[src/rtl/ddr_package.sv]
// rtl/ddr_package.sv - shared types and constants for the CAS issue scheduler
package ddr_package;

    localparam logic [1:0] RW_NONE = 2'b00;
    localparam logic [1:0] READ    = 2'b01;
    localparam logic [1:0] WRITE   = 2'b10;

    // Timer field width of a queued request; the scheduler's CNT_W defaults to it.
    localparam int CAS_CNT_W = 6;

    typedef enum logic [2:0] {
        CAS_IDLE       = 3'd0,
        CAS_WAIT_STATE = 3'd1,
        CAS_WAIT_DATA  = 3'd2,
        CAS_WAIT_EXTRA = 3'd3,
        CAS_CMD        = 3'd4
    } cas_fsm_type;

    typedef struct packed {
        logic [1:0]           rw;
        logic [CAS_CNT_W-1:0] timer;
    } cas_req_t;

    function automatic logic legal_rw(input logic [1:0] code);
        return (code == READ) || (code == WRITE);
    endfunction

endpackage

[src/rtl/cas_req_fifo.sv]
// rtl/cas_req_fifo.sv - circular request queue whose entry timers count down to 0 every cycle
module cas_req_fifo
    import ddr_package::*;
#(
    parameter int DEPTH = 8
) (
    input  logic                     clk_i,
    input  logic                     resetn_i,
    input  logic                     push_i,
    input  cas_req_t                 push_data_i,
    input  logic                     pop_i,
    output cas_req_t                 head_o,
    output logic                     empty_o,
    output logic                     full_o,
    output logic [$clog2(DEPTH):0]   count_o
);

    localparam int AW = $clog2(DEPTH);

    cas_req_t        mem_q [DEPTH];
    logic [AW-1:0]   rd_ptr_q;
    logic [AW-1:0]   wr_ptr_q;
    logic [AW:0]     count_q;
    logic            do_push;
    logic            do_pop;

    assign empty_o = (count_q == '0);
    // count never exceeds DEPTH (a power of two), so the MSB alone marks full
    assign full_o  = count_q[AW];
    assign count_o = count_q;
    assign head_o  = mem_q[rd_ptr_q];

    assign do_pop  = pop_i && !empty_o;
    assign do_push = push_i && (!full_o || do_pop);

    always_ff @(posedge clk_i) begin
        if (!resetn_i) begin
            rd_ptr_q <= '0;
            wr_ptr_q <= '0;
            count_q  <= '0;
            for (int i = 0; i < DEPTH; i++) begin
                mem_q[i] <= '0;
            end
        end else begin
            // Stale slots also count down; harmless since a push overwrites the whole entry.
            for (int i = 0; i < DEPTH; i++) begin
                if (mem_q[i].timer != '0) begin
                    mem_q[i].timer <= mem_q[i].timer - CAS_CNT_W'(1);
                end
            end
            if (do_push) begin
                mem_q[wr_ptr_q] <= push_data_i;
                wr_ptr_q        <= wr_ptr_q + AW'(1);
            end
            if (do_pop) begin
                rd_ptr_q <= rd_ptr_q + AW'(1);
            end
            case ({do_push, do_pop})
                2'b10:   count_q <= count_q + (AW+1)'(1);
                2'b01:   count_q <= count_q - (AW+1)'(1);
                default: count_q <= count_q;
            endcase
        end
    end

endmodule

[src/rtl/cas_scheduler.sv]
// rtl/cas_scheduler.sv - CAS issue scheduler enforcing tRCD, tCCD and read/write turnaround
// CAS_STATS_EN adds rd_cnt/wr_cnt/turn_cnt statistics outputs.
module cas_scheduler
    import ddr_package::*;
#(
    parameter int DEPTH = 8,
    parameter int CNT_W = CAS_CNT_W,
    parameter int TCCD  = 4
) (
    input  logic             clock_t,
    input  logic             reset_n,
    input  logic             act_rdy,
    input  logic [1:0]       rw_request,
    input  logic [CNT_W-1:0] trcd,
    input  logic [CNT_W-1:0] rtw_gap,
    input  logic [CNT_W-1:0] wtr_gap,
    input  logic             rw_done,
    output logic             cas_rdy,
    output logic [1:0]       rw,
    output logic             cas_idle,
    output logic             q_full,
    output logic             err
`ifdef CAS_STATS_EN
    ,
    output logic [15:0]      rd_cnt,
    output logic [15:0]      wr_cnt,
    output logic [15:0]      turn_cnt
`endif
);

    localparam int AW      = $clog2(DEPTH);
    // CMD plus the following WAIT_STATE cycle already account for two cycles of spacing.
    localparam int TCCD_RL = (TCCD >= 2) ? TCCD - 2 : 0;

    cas_fsm_type      state_q, state_d;
    logic [1:0]       rw_q;
    logic             done_seen_q;
    logic [CNT_W-1:0] tccd_q;
    logic [CNT_W-1:0] gap_q;
    logic             err_q;

    cas_req_t         push_data;
    cas_req_t         head;
    logic             push_legal;
    logic             pop;
    logic             empty;
    logic             full;
    logic [AW:0]      count;
    logic             head_ready;
    logic             same_dir;
    logic             enter_extra;
    logic             enter_cmd;
    logic [CNT_W-1:0] gap_sel;

    assign push_legal = act_rdy && legal_rw(rw_request);
    assign pop        = (state_q == CAS_CMD);

    always_comb begin
        push_data       = '0;
        push_data.rw    = rw_request;
        push_data.timer = (trcd < CNT_W'(2)) ? CAS_CNT_W'(1) : CAS_CNT_W'(trcd - CNT_W'(1));
    end

    cas_req_fifo #(
        .DEPTH(DEPTH)
    ) u_fifo (
        .clk_i       (clock_t),
        .resetn_i    (reset_n),
        .push_i      (push_legal),
        .push_data_i (push_data),
        .pop_i       (pop),
        .head_o      (head),
        .empty_o     (empty),
        .full_o      (full),
        .count_o     (count)
    );

    assign head_ready = (head.timer == '0) && (tccd_q == '0);
    assign same_dir   = (rw_q == RW_NONE) || (head.rw == rw_q);
    assign gap_sel    = (head.rw == WRITE) ? rtw_gap : wtr_gap;

    // WAIT_DATA watches done_seen_q rather than the raw pulse, so a pulse landing on the
    // same edge that WAIT_STATE picks WAIT_DATA is still honoured.
    always_comb begin
        state_d = state_q;
        case (state_q)
            CAS_IDLE: begin
                if (!empty) state_d = CAS_WAIT_STATE;
            end
            CAS_WAIT_STATE: begin
                if (head_ready) begin
                    if (same_dir)         state_d = CAS_CMD;
                    else if (done_seen_q) state_d = CAS_WAIT_EXTRA;
                    else                  state_d = CAS_WAIT_DATA;
                end
            end
            CAS_WAIT_DATA: begin
                if (done_seen_q) state_d = CAS_WAIT_EXTRA;
            end
            CAS_WAIT_EXTRA: begin
                if (gap_q == '0) state_d = CAS_CMD;
            end
            CAS_CMD: begin
                state_d = (count[AW:1] != '0 || push_legal) ? CAS_WAIT_STATE : CAS_IDLE;
            end
            default: state_d = CAS_IDLE;
        endcase
    end

    assign enter_extra = (state_q != CAS_WAIT_EXTRA) && (state_d == CAS_WAIT_EXTRA);
    assign enter_cmd   = (state_q != CAS_CMD) && (state_d == CAS_CMD);

    always_ff @(posedge clock_t) begin
        if (!reset_n) begin
            state_q     <= CAS_IDLE;
            rw_q        <= RW_NONE;
            done_seen_q <= 1'b0;
            tccd_q      <= '0;
            gap_q       <= '0;
            err_q       <= 1'b0;
        end else begin
            state_q <= state_d;
            err_q   <= act_rdy && (!legal_rw(rw_request) || (full && !pop));

            // rw_q doubles as prev_rw; loading it on CMD entry makes rw valid during the strobe.
            if (enter_cmd) rw_q <= head.rw;

            if (pop)          done_seen_q <= 1'b0;
            else if (rw_done) done_seen_q <= 1'b1;

            if (pop)                  tccd_q <= CNT_W'(TCCD_RL);
            else if (tccd_q != '0)    tccd_q <= tccd_q - CNT_W'(1);

            if (enter_extra)                                    gap_q <= gap_sel;
            else if (state_q == CAS_WAIT_EXTRA && gap_q != '0)  gap_q <= gap_q - CNT_W'(1);
        end
    end

    assign cas_rdy  = (state_q == CAS_CMD);
    assign rw       = rw_q;
    assign cas_idle = empty && (state_q == CAS_IDLE);
    assign q_full   = full;
    assign err      = err_q;

`ifdef CAS_STATS_EN
    logic [15:0] rd_cnt_q, wr_cnt_q, turn_cnt_q;

    always_ff @(posedge clock_t) begin
        if (!reset_n) begin
            rd_cnt_q   <= '0;
            wr_cnt_q   <= '0;
            turn_cnt_q <= '0;
        end else begin
            if (pop && rw_q == READ)  rd_cnt_q   <= rd_cnt_q + 16'd1;
            if (pop && rw_q == WRITE) wr_cnt_q   <= wr_cnt_q + 16'd1;
            if (enter_extra)          turn_cnt_q <= turn_cnt_q + 16'd1;
        end
    end

    assign rd_cnt   = rd_cnt_q;
    assign wr_cnt   = wr_cnt_q;
    assign turn_cnt = turn_cnt_q;
`endif

endmodule

[config.mk]
export PLATFORM = sky130hd
export DESIGN_NAME = cas_scheduler
export DESIGN_NICKNAME = d
export VERILOG_FILES = /design/src/rtl/ddr_package.sv /design/src/rtl/cas_req_fifo.sv /design/src/rtl/cas_scheduler.sv
export SDC_FILE = /design/constraint.sdc
export NUM_CORES = 1
export LEC_CHECK = 0
export ABC_AREA = 1
export BUFFER_PORTS_ARGS = -buffer_cell sky130_fd_sc_hd__clkbuf_2
export CAP_MARGIN = 30
export CORE_ASPECT_RATIO = 1.1
export CORE_UTILIZATION = 56
export DETAILED_ROUTE_END_ITERATION = 7
export PLACE_DENSITY_LB_ADDON = 0.2
export SLEW_MARGIN = 20
export SYNTH_ARGS = -nofsm -noshare
export SYNTH_HDL_FRONTEND = slang
export SYNTH_SLANG_ARGS = --single-unit
[constraint.sdc]
create_clock -name clock_t -period 2.05 [get_ports clock_t]
set_input_delay 0.205 -clock clock_t [delete_from_list [all_inputs] [get_ports clock_t]]
set_output_delay 0.205 -clock clock_t [all_outputs]
set_load 0.02 [all_outputs]
==> key figures <==
STA
  • Final period util: 109%
  • Worst slew margin: ~60%
  • RSZ-0062 raised after global routing: true
  • Pins Over Slew Limit: 0
  • Slew @ Worst Pin: approximately 0.60 ns
  • Worst Skew: 0.00939 ns
  • F_max: about 450 MHz
  • Worst Hold Slack: 0.0240 ns
  • Post-route worst setup slack: -0.189 ns
  • Final hold viol count: 0
  • Endpoints failing setup: 1
  • Fin crit period: around 2.2 ns

Power and ir drop
  • Worst VDD drop: between 0.6 and 0.7 mV
  • Pleak: approximately 3.1 nW
  • Tot Pwr: ~7.3 mW
  • Power per cell area: 1090 nW/µm²

Synthesis
  • Yosys cell types: a little over 40
  • Number of synthesized flops with an enable pin: 64
  • Most common cell in the netlist: nand2_1
  • Total number of yosys warnings: 0
  • Synth area leader: edfxtp_1
  • Post-Syn Nets: between 700 and 800
  • Sequential share of the synthesized area: about 44%
  • Cells after Synth: ~730
  • Syn avg cell area: 7.91 µm²
  • Ys flop type: edfxtp_1
  • Largest cells by area after synthesis: edfxtp_1, dfxtp_1, nand2_1
  • Share of the synthesized area in the top cell type: 33.1%
  • FF+latch count, synth: 96
  • Asr flop ratio synth: 0%
  • Top post-synthesis cells by count: nand2_1, inv_1, nor2_1
  • Synth Cell Area: approximately 5800 µm²

Die
  • Initial core utilization: a little under 60%
  • Placeable core area: around 10000 µm²
  • I/O pin count: 30
  • Rows: 38
  • Die Wd: a little under 100 µm
  • Die area: 10,800 µm²
  • Die Y-Extent: around 110 µm

Detailed routing
  • DRT antenna net count: 0
  • Routed via count: ~5,100
  • Initial DRC count: 353
  • WL/cell: ~15 µm
  • 1st-pass router iterations: 7
  • # DRC: 0
  • Vias/cell: approximately 5.5
  • WL final: 13,400 µm

Clock network
  • CTS tree: done
  • Clock Path Buffers: 2
  • Clk slew on worst S/H paths: 0.09 ns
  • Clock Sinks: 96
  • Hold buffers post-CTS: 0
  • Worst skew pair latency: around 0.38 ns
  • H-tree depth: 3
  • CTS buffer count: 9
  • CTS root buf: clkbuf_8

Hold path
  • Hold WC Path Type: in2reg
  • Worst Hold Path Cells: 2

Placement
  • Detailed placer's ending HPWL: 9820 µm
  • RD Place Congestion: around 0.88
  • # placed instances: approximately 900
  • Port bufs: 29

Run status
  • Status: finished with violations
  • Failing checks: setup timing

Critical path
  • Critical path fanouts, max: 3
  • Critical path class: reg2reg
  • Worst setup SP type: register
  • Worst Path Arrival: 2.51 ns
  • R2R depth: 16
  • Crit end category: register
  • CP required: between 2 and 2.5 ns

Layout
  • Antenna diode count: 0
  • Area grow syn2layout: 16.0%
  • Filler cells: about 830
  • Final std cells w/o fill: 922
  • NumNets Final: 845
  • Layout cells sized above 1: 19.2%

GRT
  • First-pass GRT wire length: between 20,000 and 25,000 µm
  • Initial antenna violation count: 0
  • Tot GR Track Use: between 20% and 30%
  • Largest net degree at the start of global routing: 36
  • Vias in the first global route: slightly below 5,000
  • GRT Residual Overflow: 0

Flow run
  • Max-cap violations: 0
==> power breakdown <==
group / internal [mW] / total (mW) / switching [mW]
Clock: 0.681 / 1.35 / 0.669
Sequential: 2.73 / 3.08 / 0.346
Combinational: 1.18 / 2.91 / 1.73
==> sequential cells by signal, indices dropped and copies added (netlist names), named ones only <==
| signal | flops |
|---|---|
| u_fifo.wr_ptr_q | 3 |
| state_q | 3 |
| u_fifo.rd_ptr_q | 3 |
| tccd_q | 6 |
| rw | 2 |
| u_fifo.mem_q | 64 |
| done_seen_q | 1 |
| u_fifo.count_o | 4 |
| gap_q | 6 |
| err | 1 |
==> worst paths after layout <==
kind / startpoint / to / slack, ns
setup / recovery: state_q[1] / u_fifo.count_o[3] / -0.19
hold / removal: rw_done / done_seen_q / 0.02
setup reg to reg: state_q[1] / u_fifo.count_o[3] / -0.19
hold reg to reg: tccd_q[0] / tccd_q[0] / 0.46
==> worst max-delay path: stages (launching register included) <==
cell and delay (ns):
dfxtp_2 0.34, nor2_4 0.11, inv_2 0.05, nor2_4 0.12, o21ai_2 0.09, inv_2 0.08
nand2_2 0.07, ha_4 0.18, ha_4 0.23, nand2_2 0.07, nor2_2 0.04, a211oi_2 0.23
nor2_1 0.09, nor2_1 0.13, nand2_1 0.09, o21ai_1 0.16, a21oi_1 0.05
==> layout make-up <==
cell class              instances  area [µm²]  share of cell area [%]
flip-flops and latches         96        2570                    38.2
repair buffers                 66         477                    7.09
well taps                     120         150                    2.23
clock buffers                  10         128                    1.90
multi-input cells             521        2930                    43.6
inverters                     103         392                    5.82
clock inverters                 6        83.8                    1.25
==> through the flow <==
step | setup TNS, ns | util, % | cell area [µm²] | setup slack [ns]
final | -0.189 | 67.4 | 6730 | -0.189
after global routing | -0.787 | 67.4 | 6730 | -0.304
after CTS | -0.0962 | 65.7 | 6560 | -0.0962
after detailed placement | -0.0773 | 63.5 | 6340 | -0.0773
after global placement | -0.00651 | 63.5 | 6340 | -0.00651
after floorplan | -0.0626 | - | 5850 | -0.0626
==> kinds of logic (layout without fill, tap and decap cells) <==
group                    count (synthesis)  in the layout  synth area share (%)
AND/OR/NAND/NOR                        355            355                  26.8
buffers and inverters                  116            185                  7.83
AO/OA/AOI/OAI                          107            107                  10.3
flip-flops                              96             96                  44.2
XOR/XNOR                                29             29                  4.38
adder cells (fa/ha/maj)                 24             24                  5.31
multiplexers                             6              6                  1.14
==> routing by layer <==
| metal | global-route usage, % | wire, µm | up-vias |
|---|---|---|---|
| met4 | 13.5 | 292 | 0 |
| met2 | 46.6 | 6660 | 136 |
| met3 | 4.10 | 662 | 21 |
| li1 | - | - | 2563 |
| met1 | 32.4 | 5810 | 2338 |
| met5 | 0 | 0 | - |
==> cell usage in the layout, fill, tap and decap left out, types with 3 or more instances in the layout <==
cell,count
inv_1,92
o21ai_1,14
nor2_4,6
xnor2_1,10
nor2_2,5
ha_4,3
ha_1,20
nand3_1,58
mux2_2,5
o21ai_0,40
clkbuf_8,9
nand4_1,18
dfxtp_2,4
nor2_1,81
nor3_1,7
xor2_1,19
or2_4,3
edfxtp_1,64
buf_4,32
o22ai_1,17
a21oi_1,22
dfxtp_1,28
inv_2,9
nand2_1,146
a21oi_2,6
nand2_2,15
or2_2,5
clkbuf_2,29
==> repair_timing <==
item,CTS,global route
resized for setup,1,40
setup endpoints to repair,1,71
pin swaps,0,13
buffers inserted,0,5
cloned,0,1
Note: power is estimated with default switching activity, not from simulation.
